<file path="src/rtl/bcd_conv_sched.sv">
// bcd_conv_sched: shares one fixed-latency binary-to-BCD converter among NREQ
// requesters. A granted requester's value is latched onto conv_in and held for
// CONV_LAT cycles. The converter output is then captured into bcd_out, and the
// served requester gets a one-cycle done pulse.
//
// Configuration macro: BCD_SCHED_PRIO_EN
//   undefined (default) : round-robin arbitration starting at ptr
//   defined             : fixed priority, lowest set req index wins (ptr held at 0)
//
// Ports:
//   clk       system clock, rising edge
//   rst       asynchronous active-low reset
//   req       per-requester request level, held until the matching done
//   data_in   requester i's binary value in bits [16i+15:16i]
//   conv_in   converter input, held stable during a conversion
//   conv_out  converter BCD output
//   bcd_out   captured BCD result, valid while done is high
//   done      one-hot, one-cycle pulse to the served requester
//   grant_id  index of the requester in service or last served
//   busy      high while a conversion is in flight (WAIT and DONE)
module bcd_conv_sched #(
  parameter int unsigned NREQ     = 4,
  parameter int unsigned IDW      = 2,
  parameter int unsigned CONV_LAT = 4
) (
  input  logic                 clk,
  input  logic                 rst,
  input  logic [NREQ-1:0]      req,
  input  logic [16*NREQ-1:0]   data_in,
  output logic [15:0]          conv_in,
  input  logic [15:0]          conv_out,
  output logic [15:0]          bcd_out,
  output logic [NREQ-1:0]      done,
  output logic [IDW-1:0]       grant_id,
  output logic                 busy
);

  localparam int unsigned DW   = 16;
  localparam int unsigned CNTW = 4;

  typedef enum logic [1:0] {
    IDLE = 2'd0,
    WAIT = 2'd1,
    DONE = 2'd2
  } state_t;

  state_t          state;
  logic [IDW-1:0]  ptr;
  logic [CNTW-1:0] cnt;

  logic [2*NREQ-1:0] rot_c;
  logic [IDW:0]      sum_c;
  logic [IDW-1:0]    winner_c;
  logic              found_c;
  logic [DW-1:0]     sel_data_c;
  logic [IDW-1:0]    next_ptr_c;

  // Winner search: rotate req so bit 0 is ptr, take the first set bit,
  // then map the rotated position back to a requester index.
  always_comb begin
    rot_c    = {req, req} >> ptr;
    sum_c    = '0;
    winner_c = '0;
    found_c  = 1'b0;
    for (int unsigned j = 0; j < NREQ; j++) begin
      if (!found_c && rot_c[j]) begin
        found_c = 1'b1;
        sum_c   = {1'b0, ptr} + (IDW+1)'(j);
        if (sum_c >= (IDW+1)'(NREQ)) begin
          sum_c = sum_c - (IDW+1)'(NREQ);
        end
        winner_c = sum_c[IDW-1:0];
      end
    end
  end

  // Data slice of the winner.
  always_comb begin
    sel_data_c = '0;
    for (int unsigned k = 0; k < NREQ; k++) begin
      if (winner_c == IDW'(k)) begin
        sel_data_c = data_in[k*DW +: DW];
      end
    end
  end

  // Pointer to resume the search after the requester just served.
  always_comb begin
`ifdef BCD_SCHED_PRIO_EN
    next_ptr_c = '0;
`else
    next_ptr_c = (grant_id == IDW'(NREQ-1)) ? '0 : grant_id + IDW'(1);
`endif
  end

  // Scheduler FSM with registered outputs.
  always_ff @(posedge clk or negedge rst) begin
    if (!rst) begin
      state    <= IDLE;
      ptr      <= '0;
      cnt      <= '0;
      conv_in  <= '0;
      bcd_out  <= '0;
      done     <= '0;
      grant_id <= '0;
      busy     <= 1'b0;
    end else begin
      case (state)
        IDLE: begin
          if (found_c) begin
            conv_in  <= sel_data_c;
            grant_id <= winner_c;
            cnt      <= '0;
            busy     <= 1'b1;
            state    <= WAIT;
          end
        end
        WAIT: begin
          cnt <= cnt + CNTW'(1);
          // conv_in has now been held CONV_LAT cycles; conv_out is valid.
          if (cnt == CNTW'(CONV_LAT-1)) begin
            bcd_out <= conv_out;
            done    <= NREQ'(1) << grant_id;
            state   <= DONE;
          end
        end
        DONE: begin
          done  <= '0;
          busy  <= 1'b0;
          ptr   <= next_ptr_c;
          state <= IDLE;
        end
        default: begin
          state <= IDLE;
        end
      endcase
    end
  end

endmodule

</file>
<file path="config.mk">
export PLATFORM = sky130hd
export DESIGN_NAME = bcd_conv_sched
export DESIGN_NICKNAME = d
export VERILOG_FILES = /design/src/rtl/bcd_conv_sched.sv
export SDC_FILE = /design/constraint.sdc
export NUM_CORES = 1
export LEC_CHECK = 0
export CAP_MARGIN = 40
export CORE_MARGIN = 10
export CORE_UTILIZATION = 40
export DETAILED_ROUTE_END_ITERATION = 6
export PLACE_DENSITY = 0.82
export SLEW_MARGIN = 20
export SYNTH_ARGS = -nofsm -noshare
export SYNTH_HDL_FRONTEND = slang
export SYNTH_SLANG_ARGS = --single-unit
</file>
<file path="constraint.sdc">
create_clock -name clk -period 2.1 [get_ports clk]
set_input_delay 0.42 -clock clk [delete_from_list [all_inputs] [get_ports clk]]
set_output_delay 0.42 -clock clk [all_outputs]
set_load 0.05 [all_outputs]
</file>
==> flow_summary_export.csv <==
group,metric,value,unit
outcome,status,"completed",
clock_tree,cts_made_buffers,5,
worst_setup_path,worstPathArrival,1.61,ns
worst_setup_path,crit_fanout,5,
clock_tree,hold_buffers,0,
timing,slew_viol_final,0,
floorplan,die_h,97.5,um
final_layout,multi_input_area,1120,um2
final_layout,nNetsFinal,459,
pwr,power.density,1520,nW/um2
yosys,yosysWarnings,0,
clock_tree,cts_resized,0,
detailed_routing,avgRoutedWirePerCell,17.1,um
floorplan,fp.dieArea,9510,um2
timing,worst-slew-pin-transition,0.607,ns
floorplan,rows,28,
flow_run,cap_violations,0,
worst_setup_path,critPathLaunchType,"flip-flop",
timing,setup_tns,0,ns
worst_setup_path,crit_family,"buffers and inverters",
floorplan,core_area,5890,um2
yosys,synth.net_count,326,
yosys,synth_edf_count,0,
yosys,ys_seq_elements,47,
timing,post-route-period-util,96.4,%
final_layout,seq_area,1180,um2
worst_setup_path,crit_path_top_delay_cell,"clkdlybuf4s50_1",
timing,max_clock_freq,494,MHz
global_route,grt_antenna_before_repair,0,
clock_tree,htree_levels,2,
worst_setup_path,critPathMaxStageDelay,0.87,ns
detailed_routing,viasPerCell,4.90,
worst_setup_path,worstReg2RegStart,"ptr[1]",
floorplan,pin_count,125,
timing,setup_viol,0,
floorplan,initial_core_util,40.8,%
detailed_routing,post-route-drc-count,0,
place,hpwl,6010,um
global_route,grt_max_degree,48,
timing,hold_viol,0,
final_layout,diodes,0,
place,dp_cells,436,
global_route,grt_use_total,15.5,%
worst_setup_path,r2r_cells,6,
place,gp_congestion,0.759,
place,pre_cts_ws,-0.131,ns
worst_setup_path,required,1.68,ns
yosys,yosys-top-cells-area,"dfrtp_1, mux2i_1, nand2_1",
final_layout,drive_gt1_share,10.6,%
yosys,synth_ff_type,"dfrtp_1",
yosys,postSynthCellCount,235,
worst_setup_path,r2r-end,"conv_in[2]",
yosys,synth_area_leader_cell,"dfrtp_1",
timing,finClkSkew,0.00772,ns
place,placed_cell_area,3780,um2
clock_tree,clkLatencyLatePin,0.30,ns
detailed_routing,ant_nets,0,
final_layout,fillers,471,
final_layout,area_delta_synth_final,62.5,%
worst_setup_path,cp_cell_sequence,"clkdlybuf4s50_1",
clock_tree,cts_root_buf,"clkbuf_8",
final_layout,instances_no_fill,444,
global_route,grt_pass1_vias,2308,
final_layout,fin_util,66.3,%
yosys,synth.most_common_cell,"nand2_1",
final_layout,final_area,3910,um2
timing,slew_headroom,59.5,%
clock_tree,clockBufferDepth,2,
pwr,leakagePower,1.79,nW
pwr,vdd_drop_max,1.09,mV
global_route,grt_overflow,0,
timing,fin_crit,2.03,ns
worst_setup_path,rrSetupSlack,0.35,ns
yosys,syn_area_per_cell,10.2,um2
worst_setup_path,end_kind,"primary output",
place,io_buffers,124,
detailed_routing,vias,2176,
timing,rsz0062_at_grt,"no",
detailed_routing,first_pass_iters,4,
floorplan,die_x,97.5,um
worst_setup_path,cp_num_buf_inv,1,
worst_setup_path,crit_type,"flip-flop to primary output",
detailed_routing,first_iter_violations,45,
yosys,synth_top_area_share,48.9,%
clock_tree,cts_tree,"done",
yosys,ys_seq_area_share,48.9,%
pwr,power,5.93,mW
global_route,grt_pass1_wl,12200,um
timing,whs,0.203,ns
yosys,yosysUniqueCellTypes,27,
hold_path,min_path_type,"primary input to async pin",
timing,setup_slack,0.0749,ns
yosys,yosys-top-cells-count,"nand2_1, dfrtp_1, mux2i_1",
clock_tree,path_clk_slew,0.09,ns
clock_tree,cts.sinks,47,
clock_tree,cts_setup_buffers,0,
detailed_routing,wl,7580,um
yosys,async_flop_share,100,%
yosys,syn_area,2400,um2
[final cells by class]
class / instances / area share, %
timing repair buffer: 139 / 35.1
sequential: 47 / 30.1
multi-input combinational: 170 / 28.8
tap: 75 / 2.40
clock buffer: 6 / 2.11
clock inverter: 2 / 0.993
inverter: 5 / 0.481
[worst max path at each step]
stage	start	depth (start not counted)	slack [ns]	endpoint
floorplan	ptr[1]	5	0.41	conv_in[15]
global placement	req[3]	6	-0.06	conv_in[4]
detailed placement	req[3]	6	-0.13	conv_in[2]
CTS	grant_id[1]	1	0.05	grant_id[1]
global route	grant_id[1]	1	0.03	grant_id[1]
finish	grant_id[1]	1	0.07	grant_id[1]
[cells in the final DEF (no fill, tap or decap), drive strengths merged, types with 2 or more instances in the layout]
cell type	count
mux2i	33
nor2	4
o221ai	16
dfrtp	47
or3	2
clkbuf	6
buf	17
mux2	2
clkdlybuf4s50	122
inv	6
nand3	5
o21ai	6
a21oi	2
nand2b	5
ha	5
nand2	82
[sequential cells by signal, summed over array words and instances (netlist names)]
register	count
bcd_out	16
busy	1
cnt	4
conv_in	16
done	4
grant_id	2
ptr	2
state	2
[cells by family (layout without fill, tap and decap cells)]
logic type                 count (synthesis)  in the layout  synth area share (%)
and+or+nand+nor                          101            101                  17.1
DFF                                       47             47                  48.9
muxes                                     35             35                  14.7
AOI/OAI and AO/OA                         28             28                  12.0
buffers and inverters                     18            152                  4.32
adders and majority gates                  5              5                  2.60
xor gates and xnor gates                   1              1                 0.364
[routing by layer]
metal	global-route usage, %	up-vias	routed length [um]
met4	3.13	0	75
met5	0	-	0
li1	-	1073	-
met3	5.97	8	535
met1	17.9	1034	3060
met2	26.5	61	3910
[report_power, final]
group | internal (mW) | total [mW] | leakage [nW] | switching (mW)
Sequential | 1.33 | 1.61 | 0.579 | 0.278
Combinational | 1.37 | 3.60 | 1.15 | 2.23
Clock | 0.392 | 0.715 | 0.0618 | 0.323
Total | 3.09 | 5.93 | 1.79 | 2.83
(Power assumes the default switching activity.)
